`config.mk`:
```
export PLATFORM = sky130hd
export DESIGN_NAME = game_controller
export DESIGN_NICKNAME = d
export VERILOG_FILES = /design/src/rtl/game_pkg.sv /design/src/rtl/move_timer.sv /design/src/rtl/game_controller.sv
export SDC_FILE = /design/constraint.sdc
export NUM_CORES = 1
export LEC_CHECK = 0
export CORE_MARGIN = 2
export CORE_UTILIZATION = 55
export DETAILED_ROUTE_END_ITERATION = 12
export GPL_TIMING_DRIVEN = 0
export PLACE_DENSITY = 0.91
export SYNTH_ARGS = -nofsm -noshare
export SYNTH_HDL_FRONTEND = slang
export SYNTH_SLANG_ARGS = --single-unit
export TNS_END_PERCENT = 10
```
`constraint.sdc`:
```
create_clock -name clk -period 2.35 [get_ports clk]
set_input_delay 0.705 -clock clk [delete_from_list [all_inputs] [get_ports clk]]
set_output_delay 0.705 -clock clk [all_outputs]
set_load 0.1 [all_outputs]
```
`src/rtl/game_pkg.sv`:
```
// game_pkg: shared FSM state encoding and direction codes for the maze-game controller.
//   state_t     : 3-bit controller state (S_IDLE .. S_LOSE)
//   DIR_*       : 2-bit direction codes driven on dir
//   is_opposite : 1 when two directions point exactly against each other
package game_pkg;

  typedef enum logic [2:0] {
    S_IDLE   = 3'd0,
    S_LOAD   = 3'd1,
    S_WAIT   = 3'd2,
    S_MOVE   = 3'd3,
    S_SETTLE = 3'd4,
    S_CHECK  = 3'd5,
    S_WIN    = 3'd6,
    S_LOSE   = 3'd7
  } state_t;

  localparam logic [1:0] DIR_UP    = 2'b00;
  localparam logic [1:0] DIR_DOWN  = 2'b01;
  localparam logic [1:0] DIR_LEFT  = 2'b10;
  localparam logic [1:0] DIR_RIGHT = 2'b11;

  // Opposite pairs differ only in the LSB (up/down, left/right).
  function automatic logic is_opposite(input logic [1:0] a, input logic [1:0] b);
    return (a ^ b) == 2'b01;
  endfunction

endpackage

```
`src/rtl/move_timer.sv`:
```
// move_timer: counts game-tick cycles while enabled and flags the last one.
//   clk     in  system clock
//   resetn  in  synchronous active-high reset
//   clear   in  force count to zero
//   enable  in  advance count (wraps to zero after the last cycle)
//   done    out count == TICK_CYCLES-1
module move_timer #(
  parameter int unsigned TICK_CYCLES = 25_000_000,
  parameter int unsigned TICK_W      = 25
) (
  input  logic clk,
  input  logic resetn,
  input  logic clear,
  input  logic enable,
  output logic done
);

  localparam logic [TICK_W-1:0] LAST = TICK_W'(TICK_CYCLES - 1);

  logic [TICK_W-1:0] r_tick;

  assign done = (r_tick == LAST);

  always_ff @(posedge clk) begin
    if (resetn || clear) begin
      r_tick <= '0;
    end else if (enable) begin
      r_tick <= done ? '0 : r_tick + TICK_W'(1);
    end
  end

endmodule

```
`src/rtl/game_controller.sv`:
```
// game_controller: sequences the 8x8 maze datapath - map load, one move per tick in the
// latched direction, win/lose sampling after each move.
//   clk, resetn              clock, synchronous active-high reset
//   start                    start/restart request (idle or terminal states)
//   up, down, left, right    direction keys (synchronised)
//   win, lose                datapath flags, sampled in S_CHECK only
//   ld_maps, move_en         one-cycle datapath strobes
//   dir                      current move direction
//   playing, won, lost       status
//   move_count               moves this game, saturating
module game_controller
  import game_pkg::*;
#(
  parameter int unsigned TICK_CYCLES = 25_000_000,
  parameter int unsigned TICK_W      = 25,
  parameter int unsigned CNT_W       = 8,
  parameter int unsigned MAX_MOVES   = 0
) (
  input  logic             clk,
  input  logic             resetn,
  input  logic             start,
  input  logic             up,
  input  logic             down,
  input  logic             left,
  input  logic             right,
  input  logic             win,
  input  logic             lose,
  output logic             ld_maps,
  output logic             move_en,
  output logic [1:0]       dir,
  output logic             playing,
  output logic             won,
  output logic             lost,
  output logic [CNT_W-1:0] move_count
);

  localparam logic [CNT_W-1:0] CNT_SAT   = '1;
  localparam logic [CNT_W-1:0] CNT_LIMIT = CNT_W'(MAX_MOVES);

  state_t           r_state;
  state_t           w_state_nxt;
  logic             w_tick_done;
  logic             w_timer_clear;
  logic             w_timer_en;
  logic             w_req_valid;
  logic [1:0]       w_req_dir;
  logic [1:0]       r_dir;
  logic [CNT_W-1:0] r_move_count;
  logic             r_ld_maps;
  logic             r_move_en;
  logic             r_playing;
  logic             r_won;
  logic             r_lost;

  assign w_timer_clear = (r_state == S_LOAD);
  assign w_timer_en    = (r_state == S_WAIT);

  move_timer #(
    .TICK_CYCLES(TICK_CYCLES),
    .TICK_W     (TICK_W)
  ) u_move_timer (
    .clk   (clk),
    .resetn(resetn),
    .clear (w_timer_clear),
    .enable(w_timer_en),
    .done  (w_tick_done)
  );

  // Highest-priority key wins; reversal filtering happens at the register.
  always_comb begin
    w_req_valid = 1'b1;
    w_req_dir   = r_dir;
    if (up)         w_req_dir = DIR_UP;
    else if (down)  w_req_dir = DIR_DOWN;
    else if (left)  w_req_dir = DIR_LEFT;
    else if (right) w_req_dir = DIR_RIGHT;
    else            w_req_valid = 1'b0;
  end

  // Next-state decode.
  always_comb begin
    w_state_nxt = r_state;
    case (r_state)
      S_IDLE:   if (start) w_state_nxt = S_LOAD;
      S_LOAD:   w_state_nxt = S_WAIT;
      S_WAIT:   if (w_tick_done) w_state_nxt = S_MOVE;
      S_MOVE:   w_state_nxt = S_SETTLE;
      S_SETTLE: w_state_nxt = S_CHECK;
      S_CHECK: begin
        if (lose)                                           w_state_nxt = S_LOSE;
        else if (win)                                       w_state_nxt = S_WIN;
        else if ((MAX_MOVES != 0) && (r_move_count == CNT_LIMIT)) w_state_nxt = S_LOSE;
        else                                                w_state_nxt = S_WAIT;
      end
      S_WIN:    if (start) w_state_nxt = S_LOAD;
      S_LOSE:   if (start) w_state_nxt = S_LOAD;
      default:  w_state_nxt = S_IDLE;
    endcase
  end

  // State, registered outputs, direction and move counter.
  always_ff @(posedge clk) begin
    if (resetn) begin
      r_state      <= S_IDLE;
      r_ld_maps    <= 1'b0;
      r_move_en    <= 1'b0;
      r_playing    <= 1'b0;
      r_won        <= 1'b0;
      r_lost       <= 1'b0;
      r_dir        <= DIR_RIGHT;
      r_move_count <= '0;
    end else begin
      r_state   <= w_state_nxt;
      r_ld_maps <= (w_state_nxt == S_LOAD);
      r_move_en <= (w_state_nxt == S_MOVE);
      r_playing <= (w_state_nxt inside {S_LOAD, S_WAIT, S_MOVE, S_SETTLE, S_CHECK});
      r_won     <= (w_state_nxt == S_WIN);
      r_lost    <= (w_state_nxt == S_LOSE);
      case (r_state)
        S_LOAD: begin
          r_dir        <= DIR_RIGHT;
          r_move_count <= '0;
        end
        S_WAIT: begin
          if (w_req_valid && !is_opposite(w_req_dir, r_dir)) r_dir <= w_req_dir;
        end
        S_MOVE: begin
          if (r_move_count != CNT_SAT) r_move_count <= r_move_count + CNT_W'(1);
        end
        default: ;
      endcase
    end
  end

  assign ld_maps    = r_ld_maps;
  assign move_en    = r_move_en;
  assign dir        = r_dir;
  assign playing    = r_playing;
  assign won        = r_won;
  assign lost       = r_lost;
  assign move_count = r_move_count;

endmodule

```
==> results by group, run 1 <==
Outcome
  – Outcome: finished clean

Clock tree
  – Cts-stage hold buffer count: 0
  – CTS tree: yes
  – CTS root buf: clkbuf_8
  – H-tree depth: 2
  – Clk_lat worst skew: 0.31 ns
  – Longest Clk Path Bufs: 2
  – CTS Sinks: 43
  – Clock-pin slew on the worst setup and hold paths: 0.09 ns
  – Num CTS Buffers: 5

Critical path
  – Worst stage delay on the critical path: 0.86 ns
  – Worst path buffer plus inverter count: 1
  – Setup CP Type: reg -> out
  – Largest fanout on the critical path: 6
  – Cell family with most CP delay: buffers and inverters
  – CP required: 1.64 ns
  – Slowest stage cell, crit path: clkdlybuf4s15_1
  – Worst setup EP type: primary output
  – CP cell instances: clkdlybuf4s15_1
  – CP arrival: 1.60 ns
  – Crit start category: flop

Timing
  – Final hold violation count: 0
  – Hold slack: 0.493 ns
  – Max-slew violations: 0
  – Worst slew margin: 36.3%
  – Clk_skew: 0.0107 ns
  – Final setup viols: 0
  – Fmax: 0.435 GHz
  – RSZ-0062 raised after global routing: false
  – Crit share post-route: 97.9%
  – Worst Max-Slew Pin Slew: 0.960 ns
  – Tmin final: 2.30 ns
  – TNS Setup: 0 ns

Floorplanning
  – Die X: 65.3 um
  – Io pins: 24
  – Die Area: 4260 um2
  – Row count: 22
  – Core ar.: 3630 um2
  – Die Ht: 65.3 um
  – Initial Util: 56.8%

Finish
  – # nets final: 281
  – Multi-input combinational cell area: 1130 um2
  – # fillers: 294
  – Layout cells sized above 1: 10.7%
  – N_diodes: 0
  – Area growth syn-to-layout: 17.5%
  – Non-Filler Instances: 319
  – Register area: 861 um2
  – Final core utilization: 66.8%

Route
  – Drt first pass iters: 4
  – Routed vias/inst: 5.70
  – Initial DRC Count: 98
  – Vias: 1817
  – Routed WL per cell: 13.6 um
  – Routed wire length: 4340 um
  – Detailed-route DRC error count: 0
  – Post-DRT Antenna Nets: 0

Min path
  – Min-Delay Path Class: reg -> reg

Job
  – Max-cap violations: 0

Placed design
  – GP Congestion: 0.820
  – Buffers on Ports: 22
  – Dpl cells: 311
  – Detailed-placement wirelength estimate: 2980 um

Yosys
  – Ys Warns: 0
  – Yosys reg bits: 43
  – Top_reg_cell synth: dfxtp_1
  – Netlist Area Pre-Place: 2060 um2
  – Share of the synthesized area in the top cell type: 41.7%
  – Cell taking the most area after synthesis: dfxtp_1
  – Most common cell in the synthesized netlist: dfxtp_1
  – Ys async rst share: 0%
  – Syn avg cell area: 8.57 um2
  – Distinct cells, synth: 47
  – Largest cells by area after synthesis: dfxtp_1 42%, xor2_1 8.5%, nor2_1 6.5%
  – EDFF count, synth: 0
  – Most frequent cells after synthesis: 43 x dfxtp_1, 36 x nor2_1, 20 x xor2_1, 17 x nand2_1, 14 x nand4_1
  – Cells after synthesis: 241
  – Sequential area share after synthesis: 41.7%
  – Syn Nets: 252

Global route
  – Largest net degree at the start of global routing: 14
  – Total gr overflow: 0
  – GRT Total Usage: 22.5%
  – Initial antenna violation count: 0
  – Vias in the first global route: 1654
  – First-pass GRT wire length: 7330 um

Power and ir drop
  – Total power: 1.46 mW
  – Leakage: 0.893 nW
  – Maximum VDD drop: 0.342 mV
  – Power per cell area: 600 nW/um2
==> cell families after synthesis <==
| family | after synthesis | synth area share, % |
|---|---|---|
| and+or+nand+nor | 124 | 32.1 |
| DFF | 43 | 41.7 |
| AOI/OAI and AO/OA | 31 | 9.39 |
| xor gates and xnor gates | 28 | 11.9 |
| buffers and inverters | 13 | 3.70 |
| adders and majority gates | 2 | 1.21 |
==> final cells by class <==
type | count | share of cell area [%]
multi-input combinational | 185 | 46.5
sequential | 43 | 35.5
timing repair buffer | 22 | 8.15
clock buffer | 7 | 3.97
tap | 48 | 2.48
buffer | 7 | 2.22
inverter | 6 | 0.928
clock inverter | 1 | 0.309
==> repair_timing <==
action                     4_1_cts  5_1_grt
setup endpoints to repair       15        5
cloned                           0        0
setup buffers                    0        0
gates resized for setup         15        7
==> sequential cells by signal, indices dropped and copies added, names as in the netlist <==
| register | count |
|---|---|
| r_state | 3 |
| lost | 1 |
| move_count | 8 |
| u_move_timer.r_tick | 25 |
| ld_maps | 1 |
| move_en | 1 |
| won | 1 |
| playing | 1 |
| dir | 2 |
==> placed cells by master, fill, tap and decap left out, types with 3 or more instances in the layout <==
cell type,netlist,final
dfxtp_1,43,43
nor2_1,36,36
xor2_1,20,20
nand2_1,17,17
nand4_1,14,14
a21oi_1,12,12
nand3_1,12,12
dlygate4sd2_1,0,10
nor3_1,8,8
xnor2_1,8,8
nor2_2,8,8
clkbuf_8,0,7
clkdlybuf4s50_1,0,7
inv_1,6,6
clkbuf_1,4,4
o21ai_0,4,4
and3_1,4,4
or3_1,3,3
clkdlybuf4s15_1,0,3
==> layer usage <==
metal	routed length [um]	global-route usage, %	vias to the layer above
li1	-	-	904
met1	1880	25.8	856
met5	0	0	-
met4	97	14.6	0
met2	2180	38.5	46
met3	177	3.94	11
==> where the power goes <==
group | switching [mW] | internal [mW] | total, mW
Sequential | 0.0102 | 0.739 | 0.750
Combinational | 0.122 | 0.0565 | 0.179
Clock | 0.261 | 0.267 | 0.528
==> final timing paths <==
check / startpoint / slack [ns] / cells past startpoint / to
setup / recovery: dir[1] / 0.05 / 1 / dir[1]
hold / removal: move_count[1] / 0.49 / 2 / move_count[1]
setup reg to reg: u_move_timer.r_tick[0] / 0.42 / 7 / u_move_timer.r_tick[17]
hold reg to reg: move_count[1] / 0.49 / 2 / move_count[1]
==> stage by stage <==
step | setup WS [ns] | instance area [um2]
finish | 0.0485 | 2430
global route | 0.00879 | 2430
CTS | 0.00841 | 2430
detailed placement | 0.0595 | 2340
global placement | 0.0611 | 2340
floorplan | 0.152 | 2060
==> worst reg2reg max path: stages, from the launching register on <==
cell,delay (ns)
dfxtp_1,0.40
ha_1,0.19
nand4bb_1,0.26
nor4_2,0.37
and2_2,0.23
or2_4,0.17
buf_8,0.15
nor2_1,0.05
(Power assumes the default switching activity.)
==> inputs of run 2 (changes only) <==
--- a/config.mk
+++ b/config.mk
@@ -6,10 +6,10 @@
 export NUM_CORES = 1
 export LEC_CHECK = 0
 export CORE_MARGIN = 2
-export CORE_UTILIZATION = 55
+export CORE_UTILIZATION = 50
 export DETAILED_ROUTE_END_ITERATION = 12
 export GPL_TIMING_DRIVEN = 0
-export PLACE_DENSITY = 0.91
+export PLACE_DENSITY = 0.87
 export SYNTH_ARGS = -nofsm -noshare
 export SYNTH_HDL_FRONTEND = slang
 export SYNTH_SLANG_ARGS = --single-unit
==> constraint.sdc (replaced) <==
create_clock -name clk -period 2 [get_ports clk]
set_input_delay 0.6 -clock clk [delete_from_list [all_inputs] [get_ports clk]]
set_output_delay 0.6 -clock clk [all_outputs]
set_load 0.1 [all_outputs]
==> results by group, run 2 (synthesis results as in run 1) <==
Floorplanning
  – Die X: 68.3 um
  – Row count: 23
  – Initial Util: 51.6%
  – Core ar.: 4000 um2
  – Die Ht: 68.3 um
  – Io pins: 24
  – Die Area: 4660 um2

Finish
  – Layout cells sized above 1: 17.3%
  – Final core utilization: 62.6%
  – N_diodes: 0
  – Most flop-heavy register: u_move_timer.r_tick
  – Area growth syn-to-layout: 21.2%
  – # fillers: 340
  – Register area: 866 um2
  – Max FFs per register: 25
  – Most common cell after layout, fill and taps aside: dfxtp_1
  – Most frequent cells in the layout: 39 x dfxtp_1, 36 x nor2_1, 20 x xor2_1, 17 x nand2_1, 15 x clkdlybuf4s15_2
  – Multi-input combinational cell area: 1140 um2
  – # nets final: 281

Route
  – Post-DRT Antenna Nets: 0
  – Initial DRC Count: 97
  – Detailed-route DRC error count: 0
  – Routed vias/inst: 5.67
  – Routed wire length: 4290 um
  – Drt first pass iters: 4
  – Routed WL per cell: 13.3 um
  – Vias: 1820

Clock tree
  – H-tree depth: 2
  – Clk_lat worst skew: 0.30 ns
  – Longest Clk Path Bufs: 2
  – CTS root buf: clkbuf_8
  – Cts-stage hold buffer count: 0
  – CTS Sinks: 43
  – Num CTS Buffers: 5
  – CTS tree: yes
  – Clock-pin slew on the worst setup and hold paths: 0.08 ns

Critical path
  – Worst setup EP type: flop
  – Crit start category: flop
  – Setup CP Type: reg -> reg
  – CP arrival: 2.14 ns
  – Largest fanout on the critical path: 7
  – CP required: 2.19 ns

Placed design
  – Buffers on Ports: 22
  – Place WS: -0.186 ns
  – GP Congestion: 0.816
  – Detailed-placement wirelength estimate: 3040 um

Timing
  – Fmax: 0.512 GHz
  – Tmin final: 1.95 ns
  – Worst slew margin: 60.7%
  – Final setup margin: 0.0452 ns
  – Worst Max-Slew Pin Slew: 0.587 ns
  – Crit share post-route: 97.7%
  – Final setup viols: 0
  – Final hold violation count: 0
  – RSZ-0062 raised after global routing: true
  – Clk_skew: 0.00834 ns
  – Max-slew violations: 0

Min path
  – Min-Delay Path Class: reg -> reg

Global route
  – Vias in the first global route: 1617
  – Largest net degree at the start of global routing: 14
  – GRT Total Usage: 20.6%
  – Total gr overflow: 0
  – Initial antenna violation count: 0
  – First-pass GRT wire length: 7290 um

Power and ir drop
  – Power per cell area: 715 nW/um2
  – Maximum VDD drop: 0.468 mV
  – Leakage: 0.873 nW
  – Total power: 1.79 mW

Job
  – Max-cap violations: 0

Outcome
  – Outcome: finished clean
-- run 2: cell count changes in the layout (fill, tap and decap cells not counted), sizes merged --
cell	change
clkdlybuf4s15	+12
dlygate4sd2	-10
clkbuf	-3
clkinvlp	-1
bufinv	+1
clkinv	+1
-- run 2: repair_timing --
| action | 4_1_cts | 5_1_grt |
|---|---|---|
| pin swaps | 0 | 0 |
| endpoints found under the setup margin | 15 | 17 |
| buffers inserted | 0 | 0 |
| gates resized for setup | 45 | 2 |
| hold endpoints to repair | 0 | 0 |
| gates cloned | 0 | 0 |
-- run 2: layout make-up --
cell class	count	area share [%]
plain buffers	7	2.15
clock buffers	6	3.30
clock inverters	2	1.40
inverters	6	0.900
multi-input cells	185	45.6
flip-flops and latches	43	34.6
well taps	50	2.50
repair buffers	22	9.55
-- run 2: path summary, 6_finish.rpt --
path / start / endpoint / slack, ns / cells past startpoint
max reg2reg: r_state[0] / u_move_timer.r_tick[23] / 0.05 / 5
min: move_count[1] / move_count[1] / 0.49 / 2
max: r_state[0] / u_move_timer.r_tick[23] / 0.05 / 5
min reg2reg: move_count[1] / move_count[1] / 0.49 / 2
-- run 2: where the power goes --
part           total [mW]  switching (mW)  internal, mW
Clock               0.698           0.294         0.404
Sequential          0.881          0.0123         0.869
Combinational       0.209           0.140        0.0694
Total                1.79           0.446          1.34
-- run 2: worst max-delay path, stage by stage (launching register included) --
cell and delay, ns:
dfxtp_1 0.38, or3b_1 0.49, nor3_2 0.52, nand4b_1 0.19, xor2_1 0.22, nor2_2 0.04
-- run 2: metrics by stage --
stage | setup TNS [ns] | cell area, um2 | hold WS (ns) | std cells
floorplan | 0 | 2070 | 0.453 | 241
global placement | -1.27 | 2350 | 0.461 | 313
detailed placement | -1.47 | 2350 | 0.477 | 313
CTS | 0 | 2490 | 0.491 | 321
global route | -0.331 | 2500 | 0.522 | 321
finish | 0 | 2500 | 0.489 | 321
-- run 2: per-layer routing --
layer	vias up	wire length, um	global-route usage (%)
li1	912	-	-
met5	-	0	0
met4	0	94	8.25
met1	866	1950	28.3
met3	9	155	4.61
met2	33	2090	31.4
==> inputs of run 3 (changes only) <==
--- a/config.mk
+++ b/config.mk
@@ -5,6 +5,7 @@
 export SDC_FILE = /design/constraint.sdc
 export NUM_CORES = 1
 export LEC_CHECK = 0
+export CAP_MARGIN = 15
 export CORE_MARGIN = 2
 export CORE_UTILIZATION = 50
 export DETAILED_ROUTE_END_ITERATION = 12
==> results of run 3 <==
Final layout, timing and power as in run 2 (identical DEF).
